<file path="src/rtl/multicycle_main_fsm.sv">
// Main control FSM of the RV32I multi-cycle core: fetch/decode/execute/memory/writeback sequencing.
// Optional MEM_WAIT_EN adds mem_ready so FETCH, MEM_READ and MEM_WRITE stall on slow memory.
module multicycle_main_fsm #(
  parameter int ILLEGAL_HALT = 1,
  parameter int STATE_W      = 4
) (
  input  logic               clk,
  input  logic               rst,
`ifdef MEM_WAIT_EN
  input  logic               mem_ready,
`endif
  input  logic [6:0]         opcode,
  output logic               pc_update,
  output logic               branch,
  output logic               adr_src,
  output logic               mem_write,
  output logic               ir_write,
  output logic               reg_write,
  output logic [1:0]         result_src,
  output logic [1:0]         alu_src_a,
  output logic [1:0]         alu_src_b,
  output logic [1:0]         alu_op,
  output logic               instr_done,
  output logic               halted,
  output logic [STATE_W-1:0] state
);

  typedef enum logic [STATE_W-1:0] {
    S_FETCH, S_DECODE, S_MEM_ADR, S_MEM_READ, S_MEM_WB, S_MEM_WRITE, S_EXEC_R,
    S_EXEC_I, S_ALU_WB, S_BRANCH, S_JALR, S_JAL, S_LUI, S_HALT
  } state_e;

  state_e state_q, state_d;
  logic   rdy;

`ifdef MEM_WAIT_EN
  assign rdy = mem_ready;
`else
  assign rdy = 1'b1;
`endif

  logic       pc_update_d, branch_d, adr_src_d, mem_write_d, ir_write_d, reg_write_d;
  logic       instr_done_d, halted_d;
  logic [1:0] result_src_d, alu_src_a_d, alu_src_b_d, alu_op_d;

  always_ff @(posedge clk or posedge rst) begin
    if (rst) state_q <= S_FETCH;
    else     state_q <= state_d;
  end

  always_comb begin
    state_d      = S_FETCH;
    pc_update_d  = 1'b0;
    branch_d     = 1'b0;
    adr_src_d    = 1'b0;
    mem_write_d  = 1'b0;
    ir_write_d   = 1'b0;
    reg_write_d  = 1'b0;
    instr_done_d = 1'b0;
    halted_d     = 1'b0;
    result_src_d = 2'b00;
    alu_src_a_d  = 2'b00;
    alu_src_b_d  = 2'b00;
    alu_op_d     = 2'b00;
    case (state_q)
      S_FETCH: begin
        ir_write_d   = rdy;
        pc_update_d  = rdy;
        alu_src_b_d  = 2'b10;
        result_src_d = 2'b10;
        state_d      = rdy ? S_DECODE : S_FETCH;
      end
      S_DECODE: begin
        // Speculatively form OldPC + imm so BRANCH/JAL find their target in ALUOut.
        alu_src_a_d = 2'b01;
        alu_src_b_d = 2'b01;
        case (opcode)
          7'b0110011: state_d = S_EXEC_R;
          7'b0010011: state_d = S_EXEC_I;
          7'b0000011,
          7'b0100011: state_d = S_MEM_ADR;
          7'b1100011: state_d = S_BRANCH;
          7'b1101111: state_d = S_JAL;
          7'b1100111: state_d = S_JALR;
          7'b0110111: state_d = S_LUI;
          default:    state_d = (ILLEGAL_HALT != 0) ? S_HALT : S_FETCH;
        endcase
      end
      S_MEM_ADR: begin
        alu_src_a_d = 2'b10;
        alu_src_b_d = 2'b01;
        state_d     = (opcode == 7'b0000011) ? S_MEM_READ : S_MEM_WRITE;
      end
      S_MEM_READ: begin
        adr_src_d = 1'b1;
        state_d   = rdy ? S_MEM_WB : S_MEM_READ;
      end
      S_MEM_WB: begin
        result_src_d = 2'b01;
        reg_write_d  = 1'b1;
        instr_done_d = 1'b1;
      end
      S_MEM_WRITE: begin
        adr_src_d    = 1'b1;
        mem_write_d  = 1'b1;
        instr_done_d = rdy;
        state_d      = rdy ? S_FETCH : S_MEM_WRITE;
      end
      S_EXEC_R: begin
        alu_src_a_d = 2'b10;
        alu_op_d    = 2'b10;
        state_d     = S_ALU_WB;
      end
      S_EXEC_I: begin
        alu_src_a_d = 2'b10;
        alu_src_b_d = 2'b01;
        alu_op_d    = 2'b10;
        state_d     = S_ALU_WB;
      end
      S_ALU_WB: begin
        reg_write_d  = 1'b1;
        instr_done_d = 1'b1;
      end
      S_BRANCH: begin
        alu_src_a_d  = 2'b10;
        alu_op_d     = 2'b01;
        branch_d     = 1'b1;
        instr_done_d = 1'b1;
      end
      S_JALR: begin
        alu_src_a_d = 2'b10;
        alu_src_b_d = 2'b01;
        state_d     = S_JAL;
      end
      S_JAL: begin
        // PC takes the target held in ALUOut while the ALU forms the link value.
        alu_src_a_d = 2'b01;
        alu_src_b_d = 2'b10;
        pc_update_d = 1'b1;
        state_d     = S_ALU_WB;
      end
      S_LUI: begin
        alu_src_a_d = 2'b11;
        alu_src_b_d = 2'b01;
        state_d     = S_ALU_WB;
      end
      S_HALT: begin
        halted_d = 1'b1;
        state_d  = S_HALT;
      end
      default: state_d = S_FETCH;
    endcase
  end

  assign pc_update  = pc_update_d & ~rst;
  assign branch     = branch_d & ~rst;
  assign adr_src    = adr_src_d & ~rst;
  assign mem_write  = mem_write_d & ~rst;
  assign ir_write   = ir_write_d & ~rst;
  assign reg_write  = reg_write_d & ~rst;
  assign instr_done = instr_done_d & ~rst;
  assign halted     = halted_d & ~rst;
  assign result_src = rst ? 2'b00 : result_src_d;
  assign alu_src_a  = rst ? 2'b00 : alu_src_a_d;
  assign alu_src_b  = rst ? 2'b00 : alu_src_b_d;
  assign alu_op     = rst ? 2'b00 : alu_op_d;
  assign state      = rst ? '0 : state_q;

endmodule

</file>
<file path="config.mk">
export PLATFORM = sky130hd
export DESIGN_NAME = multicycle_main_fsm
export DESIGN_NICKNAME = d
export VERILOG_FILES = /design/src/rtl/multicycle_main_fsm.sv
export SDC_FILE = /design/constraint.sdc
export NUM_CORES = 1
export LEC_CHECK = 0
export BUFFER_PORTS_ARGS = -buffer_cell sky130_fd_sc_hd__buf_2
export CAP_MARGIN = 10
export CORE_MARGIN = 2
export CORE_UTILIZATION = 38
export CTS_CLUSTER_DIAMETER = 40
export CTS_CLUSTER_SIZE = 28
export DETAILED_ROUTE_END_ITERATION = 10
export PLACE_DENSITY_LB_ADDON = 0.05
export SKIP_CTS_REPAIR_TIMING = 1
export SYNTH_ARGS = -nofsm -noshare
export SYNTH_HDL_FRONTEND = slang
export SYNTH_SLANG_ARGS = --single-unit
</file>
<file path="constraint.sdc">
create_clock -name clk -period 1.3 [get_ports clk]
set_input_delay 0.13 -clock clk [delete_from_list [all_inputs] [get_ports clk]]
set_output_delay 0.13 -clock clk [all_outputs]
set_load 0.02 [all_outputs]
</file>
# == Word-level counts from Yosys, hierarchy flattened ==
# Index checks and enable logic that the tools add are counted.
# op_classes
eq_ne,21
n_mux,20
bitwise,9
reduce_logical,11
# op_table
op,count
$pmux W4 S7,2
$eq A4 B4 Y1 const B,6
$eq A7 B6 Y1 const B,3
$eq A7 B7 Y1 const B,3
$eq A4 B3 Y1 const B,4
$pmux W2 S2,3
$reduce_or A2 Y1,6
$reduce_or A5 Y1,2
$and A1 B1 Y1,8
$eq A4 B2 Y1 const B,2
$mux W1,8
$mux W2,4
$reduce_or A4 Y1,2
$eq A7 B2 Y1 const B,1
$eq A7 B5 Y1 const B,1
$pmux W2 S3,1
$eq A4 B1 Y1 const B,1
$logic_not A4 Y1,1
$mux W4,1
$mux W3,1
$not A1 Y1,1
# totals
reg_bits,4
input_bits,9
output_inout_bits,20
wordCells,62

# == Depth between registers and ports, before layout ==
# Gate-level depths: netlist of run 1.
# depth
ltp_word,4
mapped_depth,6
mapped_depth_nobuf,5

# == Worst setup path after synthesis of run 1 ==
# OpenSTA, ideal clock, no wires.
# synth_path
path_kind,register to output
from,reg state_q[1]
to,out alu_src_b[1]
t_arrival_ps,1772
t_required_ps,1170
path_slack_ps,-602
stages_incl_launch_ff,5
n_path_buf,2
cell_sequence,dfrtp_1 -> clkbuf_1 -> or3_1 -> a211oi_1 -> buf_4
# synth_via
elab_chain_len,4
word_cells_on_any_way,11
classes_between,6 x eq/ne; 2 x mux; 3 x reduce/logical
# synth_lines
item,line_no,source
start: declaration,33,"state_e state_q, state_d;"
start signal: assignment,48,else state_q <= state_d;
$eq A4 B1 Y1 (tied with other cells),65,case (state_q)
$reduce_or A5 Y1 (no line) or $reduce_or A2 Y1 (tied branches),n/a,
$pmux W2 S2 (*),65,
$mux W2 (*),165,assign alu_src_b = rst ? 2'b00 : alu_src_b_d;
end: declaration,21,"output logic [1:0] alu_src_b,"
# Mark *: on every way between the ends. The rest lies on a longest branch, timed or not.

# == Worst setup path in the final report of run 1 ==
# layout_path
from,reg state_q[2]
to,out alu_src_a[0]
# layout_via
elab_chain_len,4
word_cells_on_any_way,12
classes_between,8 x eq/ne; 2 x mux; 2 x reduce/logical
# layout_lines
item,line_no,source
$eq A4 B4 Y1 (tied with other cells),65,
$reduce_or A5 Y1 (no line) or $reduce_or A2 Y1 (tied branches),n/a,
$pmux W2 S3 (*),65,
$mux W2 (*),164,assign alu_src_a = rst ? 2'b00 : alu_src_a_d;
end: declaration,20,"output logic [1:0] alu_src_a,"
# Marked as above.

==> reports/results.txt, run 1 <==
Clock Skew: 11.9 ps
Starting Density: 40.8%
Delay-heaviest family, CP: flip-flops
Mean Syn Cell Area: 6.56 sq um
Row count: 13
Routed WL: 2170 um
Htree depth: 1
Final hold violations: 0
DRT iter0 DRCs: 27
Slew Limit Headroom: 66.3%
Mapped Nets: 91
Arrival time worst endpoint: 1570 ps
Vias per inst: 5.59
Final Cycle Share: 131%
Fmax: 589 MHz
Clk buf depth: 2
Antenna diodes: 0
DR WL/cell: 15.0 um
Max VDD drop: 1380 uV
# setup viols final: 19
Core Region: 1320 sq um
WP data required: 1170 ps
HP Class: in2reg
Post-route DRC: 0
CP max FO: 3
CP max-delay cell: dfrtp_1
Sink Count: 4
WP buf/inv: 2
CP max stage delay: 410 ps
RSZ-0062 raised after global routing: yes
Top-count cell post-synth: nor3_1
Post-synth top flop: dfrtp_1
Cell taking the most area after synthesis: dfrtp_1
Lkg Pwr: 0.516 nW
CP Class: reg2out
Share of layout cells above drive strength 1: 64.6%
Fin util: 87.1%
Vias: 810
PnR Total Power: 2.40 mW
Max Cap Violations: 0
#FFs+latches synth: 4
Element type at the critical path end: output pin
EDFF count, synth: 0
Slew at the pin closest to its max-slew limit: 499 ps
First-pass detailed-route iteration total: 5
Post-synth top area share: 18.6%
Synth top area cells: dfrtp_1, nor3_1, a21oi_1, or3_1, nor2_1
Min Tclk post-route: 1700 ps
Hold depth: 4
Worst R2R Path Depth: 5
Violations in the final reports: negative setup slack
Post-synth ARST share: 100%
Vias in the first global route: 694
Largest net degree at the start of global routing: 15
Worst skew pair latency: 240 ps
Initial antenna violation count: 0
Overflow after GRT: 0
Top Ports: 29
CTS tree: yes
Synthesis Warnings: 0
Crit. path cell count: 5
Clock-pin slew on the worst setup and hold paths: 50 ps
Port bufs: 28
Synth-to-layout area growth: 113%
CP cell instances: inv_4, or3_1, a21o_1, a21oi_4, buf_6
Crit start category: flip-flop
Post-DP HPWL: 1450 um
Detail Route Antenna Nets: 0
Max FFs per register: 4
Most instantiated cells after synthesis: nor3_1, a21oi_1, nor2_1
Synth Instances: 82
Die width: 41.6 um
Final net count: 141
First-pass GRT wire length: 2870 um
GPL Wtd Cong: 0.846
Cell variety after synth: 28
Pwr Density: 2100 nW/um^2
Die Ht: 41.6 um
Largest regs: state_q (4)
Total track usage: 20.9%
Final count of pins violating max slew: 0
Clock Root Buffer: clkbuf_4
Run status: finished, violations left
PnR worst setup slack: -399 ps
Mapped cell area: 538 sq um
Biggest register: state_q
Num CTS Buffers: 3
Register area share after synthesis: 18.6%
Die ar.: 1730 sq um
[through the flow]
step	hold WS [ps]	area, sq um	setup WS, ps	std cells	setup TNS, ps
finish	331	1150	-399	145	-4130
global route	341	1150	-466	145	-5050
CTS	-61.4	923	-418	141	-4480
detailed placement	175	901	-171	138	-961
global placement	169	901	-141	138	-856
floorplan	161	651	-213	82	-811
[final timing paths]
check | from | to | slack, ps
min | opcode[5] | state_q[1]$_DFF_PP0_ | 330
max in group asynchronous | rst | state_q[0]$_DFF_PP0_ | 660
max reg2reg | state_q[1]$_DFF_PP0_ | state_q[0]$_DFF_PP0_ | -100
min reg2reg | state_q[1]$_DFF_PP0_ | state_q[3]$_DFF_PP0_ | 760
min in group asynchronous | rst | state_q[2]$_DFF_PP0_ | 510
max | state_q[2]$_DFF_PP0_ | alu_src_a[0] | -400
[kinds of logic (layout without fill, tap and decap cells)]
logic type / count (synthesis) / count (layout) / synth area share (%)
xor gates and xnor gates: 3 / 3 / 4.88
DFF: 4 / 4 / 18.6
buffers and inverters: 14 / 62 / 12.6
AOI/OAI and AO/OA: 19 / 19 / 22.3
and+or+nand+nor: 42 / 42 / 41.6
[layout make-up]
class	count	area [sq um]
clock buffers	3	22.5
fillers	77	170
inverters	5	21.3
multi-input cells	64	537
flip-flops and latches	4	103
well taps	15	18.8
repair buffers	54	445
[routing by layer]
metal	global-route usage (%)	vias to the layer above	wire length, um
met5	0	-	0
met4	7.74	0	7
met3	2.61	2	121
met2	37.2	41	1200
met1	25.5	382	836
li1	-	385	-
[cell usage in the layout (no fill, tap or decap), drive strengths merged, types with 2 or more instances in the layout]
cell	count
nor3	8
clkbuf	3
and3	3
nor2b	3
o211ai	2
inv	5
nand2b	4
a211oi	3
nand3	2
a21oi	7
xnor2	2
nor2	7
o21ai	3
or3	5
nand2	6
buf	53
dfrtp	4
[where the power goes]
part / internal (mW) / leakage [nW] / switching (mW)
Clock: 0.104 / 0.0138 / 0.0599
Combinational: 0.970 / 0.454 / 1.02
Sequential: 0.176 / 0.0477 / 0.0716
[tightest hold or removal path, stage by stage]
cell and delay, ps:
buf_2 110, nor4b_1 80, o21ai_0 150, a21oi_1 70
No activity file was read; power rests on OpenSTA's default activity.
==> inputs of run 2 (changes only) <==
--- a/config.mk
+++ b/config.mk
@@ -7,12 +7,14 @@
 export LEC_CHECK = 0
 export BUFFER_PORTS_ARGS = -buffer_cell sky130_fd_sc_hd__buf_2
 export CAP_MARGIN = 10
-export CORE_MARGIN = 2
-export CORE_UTILIZATION = 38
+export CORE_AREA = 2 2 39 41
 export CTS_CLUSTER_DIAMETER = 40
 export CTS_CLUSTER_SIZE = 28
 export DETAILED_ROUTE_END_ITERATION = 10
+export DIE_AREA = 0 0 41 43
+export HOLD_SLACK_MARGIN = 0.03
 export PLACE_DENSITY_LB_ADDON = 0.05
+export RECOVER_POWER = 50
 export SKIP_CTS_REPAIR_TIMING = 1
 export SYNTH_ARGS = -nofsm -noshare
 export SYNTH_HDL_FRONTEND = slang
==> constraint.sdc (replaced) <==
create_clock -name clk -period 1.95 [get_ports clk]
set_input_delay 0.195 -clock clk [delete_from_list [all_inputs] [get_ports clk]]
set_output_delay 0.195 -clock clk [all_outputs]
set_load 0.02 [all_outputs]
==> run 2 against run 1 <==
The flow now finishes without violations. Sequential cell count unchanged. Cell area down 39%. Register-to-register slack better by 810 ps. Sequential power down 23%. Hold slack better by 17 ps. Via count down 17%. Non-clock buffer count down 22. Clock skew down 8.3 ps. Clock power down 38%. Total power down 61%. Count of clock-buffer cells in the layout unchanged. Critical path type unchanged.
==> reports/results.txt, run 2 (same netlist as run 1, synthesis figures left out) <==
Max VDD drop: 528 uV (-62%)
Final net count: 119 (-16%)
Htree depth: 1 (unchanged)
Register-to-register setup slack: 710 ps (+810 ps)
Post-DP HPWL: 1020 um (-29%)
Routed WL: 1390 um (-36%)
First-pass detailed-route iteration total: 4 (-1)
Met3 usage: 4.71% (+2.1 points)
Starting Density: 38.9% (-2.0 points)
Detail Route Antenna Nets: 0 (unchanged)
Vias in the first global route: 542 (-22%)
Clock-pin slew on the worst setup and hold paths: 40 ps (about the same)
Share of layout cells above drive strength 1: 30.6% (-34 points)
Crit start category: flip-flop
Overflow after GRT: 0 (unchanged)
Clk buf depth: 2 (unchanged)
CTS tree: yes
Initial antenna violation count: 0 (unchanged)
CP Class: reg2out
Run status: finished, final reports clean
DR WL/cell: 11.2 um (-25%)
M1 GR Usage: 21.2% (-4.3 points)
Clock Skew: 3.62 ps (-8.27 ps)
Met2 Usage GRT: 26.9% (-10 points)
Fin util: 50.8% (-36 points)
Total track usage: 17.6% (-3.3 points)
Final Cycle Share: 92.3%
Final hold violations: 0 (unchanged)
Antenna diodes: 0 (unchanged)
Num CTS Buffers: 3 (unchanged)
HP Class: in2reg
DRT iter0 DRCs: 6 (-78%)
Largest regs: state_q (4)
Lkg Pwr: 0.346 nW (-33%)
Largest net degree at the start of global routing: 17 (+2)
Slew Limit Headroom: 72.9% (+6.6 points)
Pwr Density: 1340 nW/um^2 (-36%)
Setup TNS: 0 ps (+4130 ps)
Worst skew pair latency: 240 ps (about the same)
Min Tclk post-route: 1800 ps
Biggest register: state_q
Synth-to-layout area growth: 30.7%
GRT Max-Usage Layer: met2
First-pass GRT wire length: 2110 um (-26%)
CP max FO: 15 (+12)
Final count of pins violating max slew: 0 (unchanged)
# setup viols final: 0 (-19)
Max FFs per register: 4 (unchanged)
Clock Root Buffer: clkbuf_4
Slew at the pin closest to its max-slew limit: 407 ps (-92.1 ps)
Top Ports: 29 (unchanged)
Max Cap Violations: 0 (unchanged)
Vias: 669 (-17%)
Die ar.: 1760 sq um (+1.8%)
Sink Count: 4 (unchanged)
Commonest non-fill, non-tap cells in the layout: buf_2, nor3_1, nor2_1, a21oi_1, nand2_1
Post-route DRC: 0 (unchanged)
RSZ-0062 raised after global routing: no
Core Region: 1380 sq um (+5.0%)
Die Ht: 43 um (+3.3%)
Arrival time worst endpoint: 1600 ps (+30 ps)
GPL Wtd Cong: 0.812 (-4.0%)
Commonest non-fill, non-tap cell in the layout: buf_2
Element type at the critical path end: output pin
Port bufs: 28 (unchanged)
Fillers: 157 (+100%)
Vias per inst: 5.40 (-3.4%)
Row count: 14 (+1)
Die width: 41 um (-1.5%)
Fmax: 556 MHz
WP data required: 1750 ps (+580 ps)
## run 2: cell types whose count changed in the layout (fill, tap and decap cells not counted), moves of 4 or more
cell,before,now
buf_2,12,24
nor3_1,1,8
buf_6,14,0
buf_4,25,2
nor3_4,4,0
clkbuf_1,0,5
## run 2: cell type report
type / count / area [sq um] / area share [%]
timing repair buffer: 32 / 164 / 23.3
multi-input combinational: 64 / 375 / 53.4
clock buffer: 3 / 22.5 / 3.20
sequential: 4 / 103 / 14.6
tap: 16 / 20.0 / 2.85
inverter: 5 / 18.8 / 2.67
## run 2: worst paths after layout
path,to,start,cells past startpoint
max in group asynchronous,state_q[3]$_DFF_PP0_,rst,3
min,state_q[0]$_DFF_PP0_,opcode[4],3
max,alu_src_a[0],state_q[0]$_DFF_PP0_,4
min reg2reg,state_q[1]$_DFF_PP0_,state_q[2]$_DFF_PP0_,2
max reg2reg,state_q[2]$_DFF_PP0_,state_q[1]$_DFF_PP0_,3
min in group asynchronous,state_q[0]$_DFF_PP0_,rst,3
## run 2: where the power goes
part	total [mW]	internal [mW]	leakage (nW)	switching, mW
logic	0.647	0.234	0.284	0.413
clock network	0.101	0.0687	0.0138	0.0322
registers	0.192	0.119	0.0482	0.0728
total	0.939	0.422	0.346	0.518
## run 2: per-layer routing
layer	part of all wire [%]	wire length [um]
met4	1.2	17
met2	50	695
met3	4.2	59
met5	0	0
met1	44	617
## run 2: critical path, stage by stage (launching register included)
cell and delay (ps):
dfrtp_2 490, or3_1 390, a21o_1 190, a21oi_1 110, buf_2 180
## run 2: metrics by stage
| stage | instances | total power, mW | cell area [sq um] | hold slack (ps) | worst slack, ps |
|---|---|---|---|---|---|
| floorplan | 82 | 0.676 | 543 | 183 | 70.0 |
| global placement | 120 | 0.831 | 677 | 183 | 365 |
| detailed placement | 120 | 0.832 | 677 | 176 | 358 |
| CTS | 123 | 0.939 | 699 | -75.3 | 83.5 |
| global route | 124 | 1.02 | 703 | 377 | 50.1 |
| finish | 124 | 0.939 | 703 | 348 | 151 |
